[src/rtl/mac_32_sequencer.sv]
// mac_32_sequencer: runs one dot-product job at a time on an id-addressed MAC bank and returns the 32-bit result.
// Optional feature: define MAC_32_OVF_CHECK_EN to flag signed 32-bit overflow of the dot product on res_ovf.
module mac_32_sequencer #(
   parameter int NUM_UNITS = 2,
   parameter int ID_W      = $clog2(NUM_UNITS + 1),
   parameter int LEN_W     = 8
) (
   input  logic             clock0,
   input  logic             reset_n,
   input  logic             cmd_valid,
   output logic             cmd_ready,
   input  logic [ID_W-1:0]  cmd_id,
   input  logic [LEN_W-1:0] cmd_len,
   input  logic             op_valid,
   output logic             op_ready,
   input  logic [15:0]      op_a,
   input  logic [15:0]      op_b,
   output logic             mac_clr,
   output logic [ID_W-1:0]  mac_id,
   output logic [15:0]      mac_a,
   output logic [15:0]      mac_b,
   input  logic [31:0]      mac_out,
   output logic             res_valid,
   input  logic             res_ready,
   output logic [31:0]      res_data,
   output logic [ID_W-1:0]  res_id,
   output logic             res_err,
   output logic             res_ovf
);

   typedef enum logic [2:0] {IDLE, CLEAR, STREAM, DRAIN1, DRAIN2, RESULT} state_t;

   localparam logic [ID_W-1:0] NUM_ID = ID_W'(NUM_UNITS);

   state_t             state, state_next;
   logic [LEN_W-1:0]   remaining, remaining_next;
   logic               cmd_ready_next, op_ready_next, mac_clr_next;
   logic [ID_W-1:0]    mac_id_next, res_id_next;
   logic [15:0]        mac_a_next, mac_b_next;
   logic               res_valid_next, res_err_next, res_ovf_next;
   logic [31:0]        res_data_next;
   logic               cmd_hs, op_hs, res_hs;

   assign cmd_hs = cmd_valid && cmd_ready;
   assign op_hs  = op_valid && op_ready;
   assign res_hs = res_valid && res_ready;

`ifdef MAC_32_OVF_CHECK_EN
   localparam int SH_W = 32 + LEN_W;

   logic [SH_W-1:0] shadow;
   logic [31:0]     product;
   logic            shadow_ovf;

   assign product    = $signed({{16{op_a[15]}}, op_a}) * $signed({{16{op_b[15]}}, op_b});
   // Out of 32-bit range whenever the bits above bit 31 are not all copies of bit 31.
   assign shadow_ovf = (shadow[SH_W-1:31] != {(LEN_W + 1){shadow[31]}});

   always_ff @(posedge clock0) begin
      if (!reset_n)
         shadow <= '0;
      else if (state == CLEAR)
         shadow <= '0;
      else if (state == STREAM && op_hs)
         shadow <= shadow + {{LEN_W{product[31]}}, product};
   end
`else
`endif

   // NOTE: every signal written here gets its default first, so no path can leave it unassigned and infer a latch.
   always_comb begin
      state_next     = state;
      remaining_next = remaining;
      cmd_ready_next = 1'b0;
      op_ready_next  = 1'b0;
      mac_clr_next   = 1'b0;
      mac_id_next    = mac_id;
      mac_a_next     = '0;
      mac_b_next     = '0;
      res_valid_next = res_valid;
      res_data_next  = res_data;
      res_id_next    = res_id;
      res_err_next   = res_err;
      res_ovf_next   = res_ovf;

      case (state)
         IDLE: begin
            cmd_ready_next = 1'b1;
            if (cmd_hs) begin
               cmd_ready_next = 1'b0;
               mac_id_next    = cmd_id;
               remaining_next = cmd_len;
               if (cmd_id >= NUM_ID) begin
                  // Unknown lane: skip the bank entirely and report an error result.
                  state_next     = RESULT;
                  res_valid_next = 1'b1;
                  res_data_next  = '0;
                  res_id_next    = cmd_id;
                  res_err_next   = 1'b1;
                  res_ovf_next   = 1'b0;
               end else begin
                  state_next   = CLEAR;
                  mac_clr_next = 1'b1;
               end
            end
         end

         CLEAR: begin
            if (remaining == '0) begin
               state_next = DRAIN1;
            end else begin
               state_next    = STREAM;
               op_ready_next = 1'b1;
            end
         end

         STREAM: begin
            if (op_hs) begin
               mac_a_next     = op_a;
               mac_b_next     = op_b;
               remaining_next = remaining - 1'b1;
               op_ready_next  = (remaining != LEN_W'(1));
            end else if (remaining == '0) begin
               state_next = DRAIN1;
            end else begin
               op_ready_next = 1'b1;
            end
         end

         DRAIN1: state_next = DRAIN2;

         DRAIN2: begin
            state_next     = RESULT;
            res_valid_next = 1'b1;
            res_data_next  = mac_out;
            res_id_next    = mac_id;
            res_err_next   = 1'b0;
`ifdef MAC_32_OVF_CHECK_EN
            res_ovf_next   = shadow_ovf;
`else
            res_ovf_next   = 1'b0;
`endif
         end

         RESULT: begin
            if (res_hs) begin
               state_next     = IDLE;
               res_valid_next = 1'b0;
               cmd_ready_next = 1'b1;
            end
         end

         default: state_next = IDLE;
      endcase
   end

   // NOTE: state and output registers use non-blocking assignments so every flop samples pre-edge values.
   always_ff @(posedge clock0) begin
      if (!reset_n) begin
         state     <= IDLE;
         remaining <= '0;
         cmd_ready <= 1'b0;
         op_ready  <= 1'b0;
         mac_clr   <= 1'b1;
         mac_id    <= '0;
         mac_a     <= '0;
         mac_b     <= '0;
         res_valid <= 1'b0;
         res_data  <= '0;
         res_id    <= '0;
         res_err   <= 1'b0;
         res_ovf   <= 1'b0;
      end else begin
         state     <= state_next;
         remaining <= remaining_next;
         cmd_ready <= cmd_ready_next;
         op_ready  <= op_ready_next;
         mac_clr   <= mac_clr_next;
         mac_id    <= mac_id_next;
         mac_a     <= mac_a_next;
         mac_b     <= mac_b_next;
         res_valid <= res_valid_next;
         res_data  <= res_data_next;
         res_id    <= res_id_next;
         res_err   <= res_err_next;
         res_ovf   <= res_ovf_next;
      end
   end

endmodule

[config.mk]
export PLATFORM = sky130hd
export DESIGN_NAME = mac_32_sequencer
export DESIGN_NICKNAME = d
export VERILOG_FILES = /design/src/rtl/mac_32_sequencer.sv
export SDC_FILE = /design/constraint.sdc
export NUM_CORES = 1
export LEC_CHECK = 0
export BUFFER_PORTS_ARGS = -buffer_cell sky130_fd_sc_hd__buf_2
export CORE_ASPECT_RATIO = 2
export CORE_UTILIZATION = 46
export DETAILED_ROUTE_END_ITERATION = 6
export HOLD_SLACK_MARGIN = 0.03
export PLACE_DENSITY = 0.79
export SYNTH_ARGS = -nofsm -noshare
export SYNTH_HDL_FRONTEND = slang
export SYNTH_SLANG_ARGS = --single-unit
[constraint.sdc]
create_clock -name clock0 -period 1.9 [get_ports clock0]
set_input_delay 0.095 -clock clock0 [delete_from_list [all_inputs] [get_ports clock0]]
set_output_delay 0.095 -clock clock0 [all_outputs]
set_load 0.005 [all_outputs]
; Word-level counts from Yosys, hierarchy flattened
; Index checks and enable logic that the tools add are counted.
[totals]
register_bits = 85
inputBits = 79
out_inout_bits = 74
wordCells = 74
[classes]
addsub = 1
magnitude_cmp = 1
eq_ne = 12
n_mux = 33
n_reduce_logical = 14
[op_table]
columns = op, count
row1 = 32-bit two-way mux, 2
row2 = 32-bit case mux with 2 select lines, 1
row3 = 3-bit case mux with 6 select lines, 1
row4 = 8-bit two-way mux, 2
row5 = 8-bit case mux with 2 select lines, 1
row6 = 3-bit two-way mux, 5
row7 = 1-bit two-way mux, 13
row8 = "2-bit inequality test, second input constant", 6
row9 = 3-bit AND reduction, 3
row10 = 8-bit zero test, 1
row11 = "8-bit by 1-bit inequality test with 1-bit output, second input constant", 1
row12 = 1-bit case mux with 2 select lines, 4
row13 = 4-bit AND reduction, 2
row14 = "8-bit by 1-bit subtractor with 8-bit output, second input constant", 1
row15 = "3-bit by 2-bit == test with 1-bit output, second input constant", 2
row16 = "3-bit == test, second input constant", 2
row17 = 2-bit two-way mux, 2
row18 = 2-bit case mux with 2 select lines, 1
row19 = 2-bit nonzero test, 2
row20 = "3-bit by 1-bit == test with 1-bit output, second input constant", 1
row21 = 1-bit logical AND, 3
row22 = 3-bit zero test, 1
row23 = 1-bit case mux with 3 select lines, 1
row24 = 3-bit nonzero test, 1
row25 = 2 further kinds, 2

; Logic depth before layout (Yosys ltp)
; Gate-level depths: netlist (run 1).
[depth]
ltp_word = 4
mapped_depth = 6
ltp_nobuf = 6

; Worst setup path after synthesis (run 1)
; OpenSTA, ideal clock, no wires.
[synth_timing]
path_type = flip-flop to flip-flop
startpoint = register remaining[0]
endpoint = register remaining[4]
setup_time_ns = 0.125
t_arrival_ns = 1.396
required_time_ns = 1.775
path_slack_ns = 0.379
stages_incl_launch_ff = 7
n_path_buf = 0
period_less_slack_ns = 1.521
cell_sequence = dfxtp_1 > inv_1 > ha_1 > nor3b_1 > mux2i_1 > a222oi_1 > nor2b_1
[synth_via]
elab_chain_cells = 3
[synth_rtl]
columns = element, line
row1 = from (decl), 36  ; logic [LEN_W-1:0] remaining, remaining_next;
row2 = from (signal assigned), 175  ; remaining <= remaining_next;
row3 = 8-bit by 1-bit subtractor with 8-bit output, 121  ; remaining_next = remaining - 1'b1;
row4 = 8-bit two-way mux, 118  ; if (op_hs) begin
row5 = 8-bit case mux with 2 select lines, 86  ; case (state)
; Every way passes these cells. The select of a mux whose other input is x is not followed.
; A chain may end at the register's enable or synchronous reset.

; Worst setup path after layout (run 1)
[layout_timing]
startpoint = register state[1]
endpoint = register mac_a[4]
[layout_via]
elab_chain_cells = 2
[layout_rtl]
columns = element, line
row1 = from (decl), 35  ; state_t state, state_next;
row2 = from (signal assigned), 174  ; state <= state_next;
row3 = 3-bit by 2-bit == test with 1-bit output, 86
row4 = 3-bit AND reduction (no line), n/a
row5 = to (signal assigned), 180  ; mac_a <= mac_a_next;
row6 = to (decl), 20  ; output logic [15:0] mac_a,
; Every way passes these cells.

==> out/metrics.cfg, run 1 <==
[clocking]
cts-root-buf=clkbuf_16
cts_tree=done
path_clk_slew_ns=0.06
clock-sinks=84
cts_resized=0
ctsLongestPathBuffers=2
cts_buffers=9
cts_max_level=3
worstSkewPairLatency_ns=0.33

[min_path]
hold_class=primary input to flip-flop

[flow_run]
drv_cap=0

[layout]
drive_above_1_share_pct=39.3
syn_to_final_growth_pct=48.0
final_cells=595
finalNetCount=581
finalCoreUtilization_pct=69.8
fillers=527

[logic_synthesis]
syn_nets=389
yosysMostFrequentCell=dfxtp_1
yosysSeqAreaShare_pct=51.8
synthArstFlopShare_pct=0
synth-edff-count=0
synthTopCellsByCount=dfxtp_1, nor2b_1, and3_1
synth_top_area_share_pct=51.8
syn_area_um2=3250
synth_ff_type=dfxtp_1
avgSynthCellArea_um2=10.6
ys_warn_count=0
synth_top_cells_by_area=dfxtp_1, nor2b_1, and3_1
synth.distinct_cells=45
syn_inst=307
synth-seq-cells=84
yosysTopAreaCell=dfxtp_1

[global_routing]
grt_max_degree=49
grt_overflow=0
grt_pass1_vias=3077
grt_pass1_wl_um=13600
antenna_found_initial=1
grt_usage_pct=25.0

[placement]
post-place-ws_ns=0.275
hpwlAfterDp_um=5920
gp_congestion=0.855
io_buffers=151
placed_cells=535

[floorplan]
placeableCoreArea_um2=6890
rows=43
ios=153
die_h_um=121
die_w_um=61.4
dieArea_um2=7420
start_util_pct=47.2

[power_and_ir_drop]
combPwrFrac_pct=23.9
p_seq_share_pct=40.4
peakVddDrop_v=0.000546
power_density_nw_per_um2=1060
switching_share_pct=27.9
switchingPower_mw=1.42
power_mw=5.08
p_int_mw=3.66
clock_power_share_pct=35.8
p_leak_nw=2.32

[route]
ant_nets=0
routed_wl_um=9140
viasPerCell=5.13
firstDrtPassIters=7
drc=0
drt_iter0_drc=172
post_drt_wl_per_cell_um=15.4
vias=3054

[critical_path]
crit_path_cell_trace=or3b_1 > nor2_8 > buf_12 > and3_1
cpPeakStageDelay_ns=0.60
crit_fanout=32
path_buf_inv=1
cp_slowest_cell=or3b_1
crit_path_end_kind=flip-flop
cp.arrival_ns=1.95
r2r_slack_ns=0.22
crit_family=simple AND/OR/NAND/NOR gates
cp-start-kind=flip-flop
path_class=flip-flop to flip-flop
required_ns=2.17

[sta]
slew_headroom_pct=55.8
min_period_over_period_pct=88.4
slew_violations=0
period_needed_ns=1.68
finClkSkew_ns=0.00459
max_freq_mhz=595
setup_viol=0
rsz0062_at_grt=false
timing.final.ws_setup_ns=0.221
hold_violations=0
tightest_slew_ns=0.657
finalSetupTns_ns=0

[outcome]
status=finished clean

routing by layer:
layer  part of all wire, %  track usage, %  vias up
met1                    35            23.7     1430
met5                     0               0        -
li1                      -               -     1464
met2                    56            45.1      127
met4                   4.4            15.3        0
met3                   4.6            6.29       33
final cells by class:
type / count / area [um2] / area share, %
diodes: 1 / 2.50 / 0.0520
clock buffers: 10 / 229 / 4.76
clock inverters: 6 / 87.6 / 1.82
inverters: 5 / 18.8 / 0.390
multi-input cells: 193 / 1380 / 28.6
flip-flops and latches: 84 / 1680 / 35.0
well taps: 90 / 113 / 2.34
repair buffers: 206 / 1300 / 27.1
placed cells by master (no fill, tap or decap), drive strengths merged, types with 2 or more instances in the layout:
cell type,instances
ha,3
o21ai,8
nand2b,3
o221a,2
clkinv,3
nand3b,2
nor2,10
a32oi,2
and3,33
mux2i,4
bufinv,2
inv,6
clkbuf,10
a22oi,36
nand2,10
and2,3
nor3,4
dfxtp,84
dlygate4sd3,43
nor2b,35
a21oi,8
nor4,2
nor3b,4
or3,2
a21boi,8
buf,163
worst reg2reg max path: cells and delay by family, from the launching register on:
family                 cells  cell delay (ns)
and+or+nand+nor            3             1.01
buffers and inverters      1             0.18
DFF                        1             0.43
per-stage QoR:
stage | area, um2 | hold WS (ns)
2_1_floorplan | 3250 | 0.239
3_3_place_gp | 4060 | 0.326
3_5_place_dp | 4060 | 0.329
4_1_cts | 4810 | 0.0302
5_1_grt | 4810 | 0.0438
6_report | 4810 | 0.0365
power groups by stage:
stage	sequential [mW]	clock, mW	combinational [mW]
finish	2.05	1.82	1.21
global route	2.07	1.92	1.34
CTS	2.05	1.86	1.21
detailed placement	2.09	0	1.13
global placement	2.07	0	1.10
floorplan	2.08	0	0.786
timing repair:
item | 4_1_cts | 5_1_grt
setup buffers | 0 | 0
hold buffers | 43 | 0
endpoints found under the setup margin | 0 | 0
hold endpoints to repair | 43 | 0
sequential cells by signal (all words and copies together) (netlist names), 2 cells and up:
register   cells
state          3
mac_a         16
res_id         2
mac_id         2
mac_b         16
remaining      8
res_data      32
kinds of logic after synthesis:
group / share of synthesized area, %
buf+inv: 5.93
compound gates: 17.8
other cells: 0.115
fa+ha+maj: 1.16
mux: 1.23
simple gates: 22.0
flops: 51.8
path summary, 6_finish.rpt:
| kind | cells past startpoint | start | to |
|---|---|---|---|
| min reg2reg | 2 | remaining[6]$_SDFFE_PN0P_ | remaining[6]$_SDFFE_PN0P_ |
| max reg2reg | 4 | state[1]$_SDFFE_PN0P_ | mac_a[4]$_SDFF_PN0_ |
| max | 4 | state[1]$_SDFFE_PN0P_ | mac_a[4]$_SDFF_PN0_ |
| min | 3 | mac_out[13] | res_data[13]$_SDFFE_PN0P_ |
(Power assumes the default switching activity.)
==> run 2, diff against run 1 <==
--- a/config.mk
+++ b/config.mk
@@ -10,7 +10,8 @@
 export CORE_UTILIZATION = 46
 export DETAILED_ROUTE_END_ITERATION = 6
 export HOLD_SLACK_MARGIN = 0.03
-export PLACE_DENSITY = 0.79
+export PLACE_DENSITY = 0.86
+export RECOVER_POWER = 50
 export SYNTH_ARGS = -nofsm -noshare
 export SYNTH_HDL_FRONTEND = slang
 export SYNTH_SLANG_ARGS = --single-unit
==> run 2 against run 1 <==
Die area unchanged. Cell count increased by 0.84%. Combinational power about the same. Non-clock buffer count increased by 6. Sequential share of layout area increased by 0.36 points. First-iteration DRC count decreased by 15%. Clock power decreased by 7%. Global-route usage increased by 0.76 points. Largest power group unchanged.
==> out/metrics.cfg, run 2 (synthesis results as in run 1) <==
[layout]
reg_top3=res_data: 32 flops, mac_a: 16 flops, mac_b: 16 flops
syn_to_final_growth_pct=46.5
antenna_cells=0  ; -1
drive_above_1_share_pct=28.6  ; -11 points
layout_common_cells=buf_2, dfxtp_1, clkbuf_1
final_cells=600  ; +0.84%
largest_register_ffs=32  ; unchanged
final_common_cell=buf_2
regMostFlops=res_data
finalNetCount=587  ; +1.0%

[route]
viasPerCell=5.17  ; +0.69%
routed_wl_um=9490  ; +3.9%
firstDrtPassIters=4  ; -3
post_drt_wl_per_cell_um=15.8  ; +3.0%
drc=0  ; unchanged
drt_iter0_drc=147  ; -15%
vias=3101  ; +1.5%
ant_nets=0  ; unchanged

[floorplan]
ios=153  ; unchanged
dieArea_um2=7420  ; unchanged
placeableCoreArea_um2=6890  ; unchanged
die_h_um=121  ; unchanged
die_w_um=61.4  ; unchanged
start_util_pct=47.2  ; unchanged
rows=43  ; unchanged

[sta]
tightest_slew_ns=0.608  ; -0.0488 ns
rsz0062_at_grt=false
min_period_over_period_pct=89.4  ; +1.0 points
slew_headroom_pct=59.1  ; +3.3 points
setup_viol=0  ; unchanged
period_needed_ns=1.70  ; +0.0199 ns
slew_violations=0  ; unchanged
finalSetupTns_ns=0  ; unchanged
finClkSkew_ns=0.00843  ; +0.00384 ns
hold_ws_ns=0.0352  ; -0.00133 ns
hold_violations=0  ; unchanged
max_freq_mhz=588  ; -1.2%

[critical_path]
path_class=flip-flop to flip-flop
cp.arrival_ns=1.91  ; -0.04 ns
crit_path_cell_trace=inv_1 > ha_1 > nor3b_1 > mux2i_1 > a222oi_1 > nor2b_1
crit_path_end_kind=flip-flop
crit_fanout=5  ; -84%
required_ns=2.11  ; -0.06 ns
cpPeakStageDelay_ns=0.39  ; -0.21 ns
cp_slowest_cell=nor3b_1
r2r_slack_ns=0.20  ; -0.02 ns
cp-start-kind=flip-flop

[global_routing]
grt_max_degree=35  ; -29%
grt_pass1_vias=3158  ; +2.6%
grt_overflow=0  ; unchanged
antenna_found_initial=0  ; -1
grt_usage_pct=25.8  ; +0.76 points
grt_pass1_wl_um=14100  ; +3.1%

[clocking]
cts_buffers=9  ; unchanged
cts_max_level=3  ; unchanged
path_clk_slew_ns=0.06  ; about the same
clock-sinks=84  ; unchanged
cts_setup_buffers=0  ; unchanged
ctsLongestPathBuffers=2  ; unchanged
cts_resized=0  ; unchanged
cts_tree=done
cts-root-buf=clkbuf_16
worstSkewPairLatency_ns=0.33  ; about the same

[outcome]
status=finished clean

[flow_run]
drv_cap=0  ; unchanged

[power_and_ir_drop]
power_density_nw_per_um2=1040  ; -1.6%
power_mw=4.95  ; -2.6%
peakVddDrop_v=0.000625  ; +14%
p_leak_nw=2.10  ; -9.6%

[min_path]
hold_class=primary input to flip-flop

[placement]
placed_cells=536  ; +0.19%
hpwlAfterDp_um=6060  ; +2.5%
gp_congestion=0.952  ; +11%
io_buffers=151  ; unchanged

[run 2: cell count changes in the layout (fill, tap and decap cells not counted)]
cell,before,now
buf_2,151,98
buf_1,0,1
clkinv_2,2,3
and2_1,3,2
bufinv_16,2,1
dlygate4sd3_1,43,48
and2_0,0,1
buf_12,2,1
buf_4,10,12
diode_2,1,0
clkbuf_1,1,53
[run 2: area by class of cell]
cell class / instances / area [um2]
Timing Repair Buffer: 212 / 1280
Inverter: 5 / 18.8
Sequential cell: 84 / 1680
Clock inverter: 6 / 62.6
Tap cell: 90 / 113
Fill cell: 554 / 2130
Multi-Input combinational cell: 193 / 1380
Clock buffer: 10 / 229
[run 2: power by group]
| part | internal [mW] | total [mW] | switching (mW) |
|---|---|---|---|
| combinational | 0.556 | 1.19 | 0.635 |
| clock | 1.02 | 1.70 | 0.678 |
| sequential | 1.92 | 2.06 | 0.138 |
[run 2: path summary, 6_finish.rpt]
path                                                start                   endpoint  cells past startpoint
worst max-delay path            remaining[1]$_SDFFE_PN0P_  remaining[4]$_SDFFE_PN0P_                      6
worst min-delay path                           mac_out[0]   res_data[0]$_SDFFE_PN0P_                      3
worst max register to register  remaining[1]$_SDFFE_PN0P_  remaining[4]$_SDFFE_PN0P_                      6
worst min register to register  remaining[7]$_SDFFE_PN0P_  remaining[7]$_SDFFE_PN0P_                      2
[run 2: critical path, delay by kind of cell, from the launching register on]
kind	cells	cell delay, ns
buffers and inverters	1	0.12
flip-flops	1	0.35
AND/OR/NAND/NOR	2	0.47
adder cells (fa/ha/maj)	1	0.21
multiplexers	1	0.13
AO/OA/AOI/OAI	1	0.31
[run 2: metal layers]
metal	share of wire, %	GRT usage, %	up-vias
met5	0	0	-
met1	36	23.4	1462
li1	-	-	1479
met3	4.6	5.76	38
met4	4.5	16.4	0
met2	55	47.7	122
[run 2: timing repair]
action	CTS	global route
endpoints found under the hold margin	47	1
setup endpoints to repair	0	0
hold buffers	47	1
[run 2: per-stage QoR]
step | cell area (um2) | setup WS (ns) | utilization [%]
floorplan | 3250 | 0.379 | -
global placement | 4050 | 0.298 | 58.9
detailed placement | 4050 | 0.202 | 58.9
CTS | 4820 | 0.195 | 69.9
global route | 4760 | 0.0309 | 69.1
finish | 4760 | 0.201 | 69.1
==> run 3, diff against run 2 <==
--- a/config.mk
+++ b/config.mk
@@ -10,7 +10,7 @@
 export CORE_UTILIZATION = 46
 export DETAILED_ROUTE_END_ITERATION = 6
 export HOLD_SLACK_MARGIN = 0.03
-export PLACE_DENSITY = 0.86
+export PLACE_DENSITY = 0.79
 export RECOVER_POWER = 50
 export SYNTH_ARGS = -nofsm -noshare
 export SYNTH_HDL_FRONTEND = slang
==> constraint.sdc (replaced) <==
create_clock -name clock0 -period 1.8 [get_ports clock0]
set_input_delay 0.09 -clock clock0 [delete_from_list [all_inputs] [get_ports clock0]]
set_output_delay 0.09 -clock clock0 [all_outputs]
set_load 0.005 [all_outputs]
==> run 3 against run 2 <==
Cell count rose by 1.3%. Core utilization rose by 2.3 points. Critical endpoint is now mac_b[15]$_SDFF_PN0_. First-iteration DRC count rose by 25%.
==> out/metrics.cfg, run 3 (synthesis results as in run 1) <==
[outcome]
status=finished clean

[layout]
final_cells=608  ; +1.3%
antenna_cells=0  ; unchanged
finalCoreUtilization_pct=71.5  ; +2.3 points
multiInputGateArea_um2=1380  ; +0.36%
fillers=514  ; -7.2%
reg_top3=res_data: 32 flops, mac_a: 16 flops, mac_b: 16 flops
largest_register_ffs=32  ; unchanged
regMostFlops=res_data
final_common_cell=buf_2
drive_above_1_share_pct=27.2  ; -1.4 points
seq_area_um2=1680  ; unchanged
layout_common_cells=buf_2, dfxtp_1, dlygate4sd3_1, clkbuf_1, nor2b_1
finalNetCount=595  ; +1.4%
syn_to_final_growth_pct=51.4

[global_routing]
antenna_found_initial=0  ; unchanged
grt_usage_pct=26.8  ; +0.97 points
grt_max_degree=41  ; +17%
grt_pass1_vias=3230  ; +2.3%
grt_pass1_wl_um=14500  ; +3.2%
grt_overflow=0  ; unchanged

[clocking]
cts_setup_buffers=0  ; unchanged
worstSkewPairLatency_ns=0.33  ; about the same
ctsLongestPathBuffers=2  ; unchanged
clock-sinks=84  ; unchanged
cts_buffers=9  ; unchanged
cts-root-buf=clkbuf_16
path_clk_slew_ns=0.07  ; about the same
cts_max_level=3  ; unchanged
cts_tree=done

[route]
wl_met1_um=3390  ; +0.59%
routed-wl-met3_um=443  ; +2.1%
drc=0  ; unchanged
vias=3196  ; +3.1%
viasPerCell=5.26  ; +1.7%
firstDrtPassIters=5  ; +1
top_layer_used=met4
post_drt_wl_per_cell_um=16.1  ; +2.0%
routed_wl_um=9810  ; +3.4%
ant_nets=0  ; unchanged
drt_iter0_drc=184  ; +25%
met2_length_um=5630  ; +7.1%

[critical_path]
required_ns=2.07  ; -0.04 ns
cp-start-kind=flip-flop
crit_fanout=32  ; +27
path_class=flip-flop to flip-flop
cp.arrival_ns=1.97  ; +0.06 ns
crit_start=state[1]$_SDFFE_PN0P_
crit_path_end_kind=flip-flop
r2r-start=state[1]$_SDFFE_PN0P_

[sta]
hold_violations=0  ; unchanged
min_period_over_period_pct=94.6  ; +5.2 points
slew_violations=0  ; unchanged
finalSetupTns_ns=0  ; unchanged
rsz0062_at_grt=false
setup_viol=0  ; unchanged
tightest_slew_ns=0.560  ; -0.0487 ns
period_needed_ns=1.70  ; +0.00430 ns
finClkSkew_ns=0.00834  ; -0.0000950 ns
slew_headroom_pct=62.4  ; +3.3 points
max_freq_mhz=587  ; -0.25%

[min_path]
min_from=mac_out[8]
hold_class=primary input to flip-flop

[floorplan]
start_util_pct=47.2  ; unchanged
placeableCoreArea_um2=6890  ; unchanged
die_h_um=121  ; unchanged
rows=43  ; unchanged
dieArea_um2=7420  ; unchanged
die_w_um=61.4  ; unchanged
ios=153  ; unchanged

[placement]
gp_congestion=0.916  ; -3.7%
io_buffers=151  ; unchanged
hpwlAfterDp_um=5950  ; -1.9%
placed_cells=535  ; -0.19%

[power_and_ir_drop]
peakVddDrop_v=0.000644  ; +3.1%
p_leak_nw=2.15  ; +2.4%
power_density_nw_per_um2=1150  ; +10%

[flow_run]
drv_cap=0  ; unchanged

[run 3: cell types whose count changed in the layout (fill, tap and decap cells not counted), sizes merged]
cell	delta
clkbuf	+6
dlygate4sd3	+9
bufinv	+2
clkinvlp	+1
clkinv	-4
buf	-6
[run 3: metal layers]
layer | global-route usage, % | vias up
met4 | 15.3 | 0
met5 | 0 | -
li1 | - | 1493
met3 | 7.46 | 34
met1 | 24.2 | 1542
met2 | 49.4 | 127
[run 3: through the flow]
| step | instance area [um2] | hold slack, ns | setup slack, ns | total power, mW |
|---|---|---|---|---|
| final | 4920 | 0.0258 | 0.0964 | 5.64 |
| after global routing | 4920 | 0.0350 | 0.0192 | 5.91 |
| after CTS | 4980 | 0.0304 | 0.116 | 5.67 |
| after detailed placement | 4060 | 0.326 | 0.138 | 3.40 |
| after global placement | 4060 | 0.321 | 0.189 | 3.37 |
| after floorplan | 3250 | 0.234 | 0.279 | 3.02 |
[run 3: layout make-up]
class,instances,share of cell area [%]
clock inverters,5,2.16
multi-input cells,193,28.0
well taps,90,2.29
inverters,5,0.381
repair buffers,220,27.8
flip-flops and latches,84,34.2
clock buffers,11,5.14
[run 3: worst paths after layout]
path	end	slack [ns]	cells after the start
hold / removal	res_data[8]$_SDFFE_PN0P_	0.03	3
setup reg to reg	mac_b[15]$_SDFF_PN0_	0.1	4
setup / recovery	mac_b[15]$_SDFF_PN0_	0.1	4
hold reg to reg	remaining[7]$_SDFFE_PN0P_	0.48	2
[run 3: worst max-delay path: stages (launching register included)]
cell     delay, ns
dfxtp_1       0.45
or3b_1        0.59
nor2_8        0.22
buf_12        0.18
and3_1        0.20
[run 3: power by group]
group	internal (mW)	switching, mW	total (mW)	leakage [nW]
sequential	2.03	0.149	2.18	0.679
clock	1.44	0.729	2.16	0.172
combinational	0.631	0.666	1.30	1.30
total	4.10	1.54	5.64	2.15
[run 3: what timing repair did]
item | in CTS | in global routing
hold buffers | 56 | 1
hold endpoints to repair | 56 | 1
resized for setup | 0 | 1
setup endpoints to repair | 0 | 1
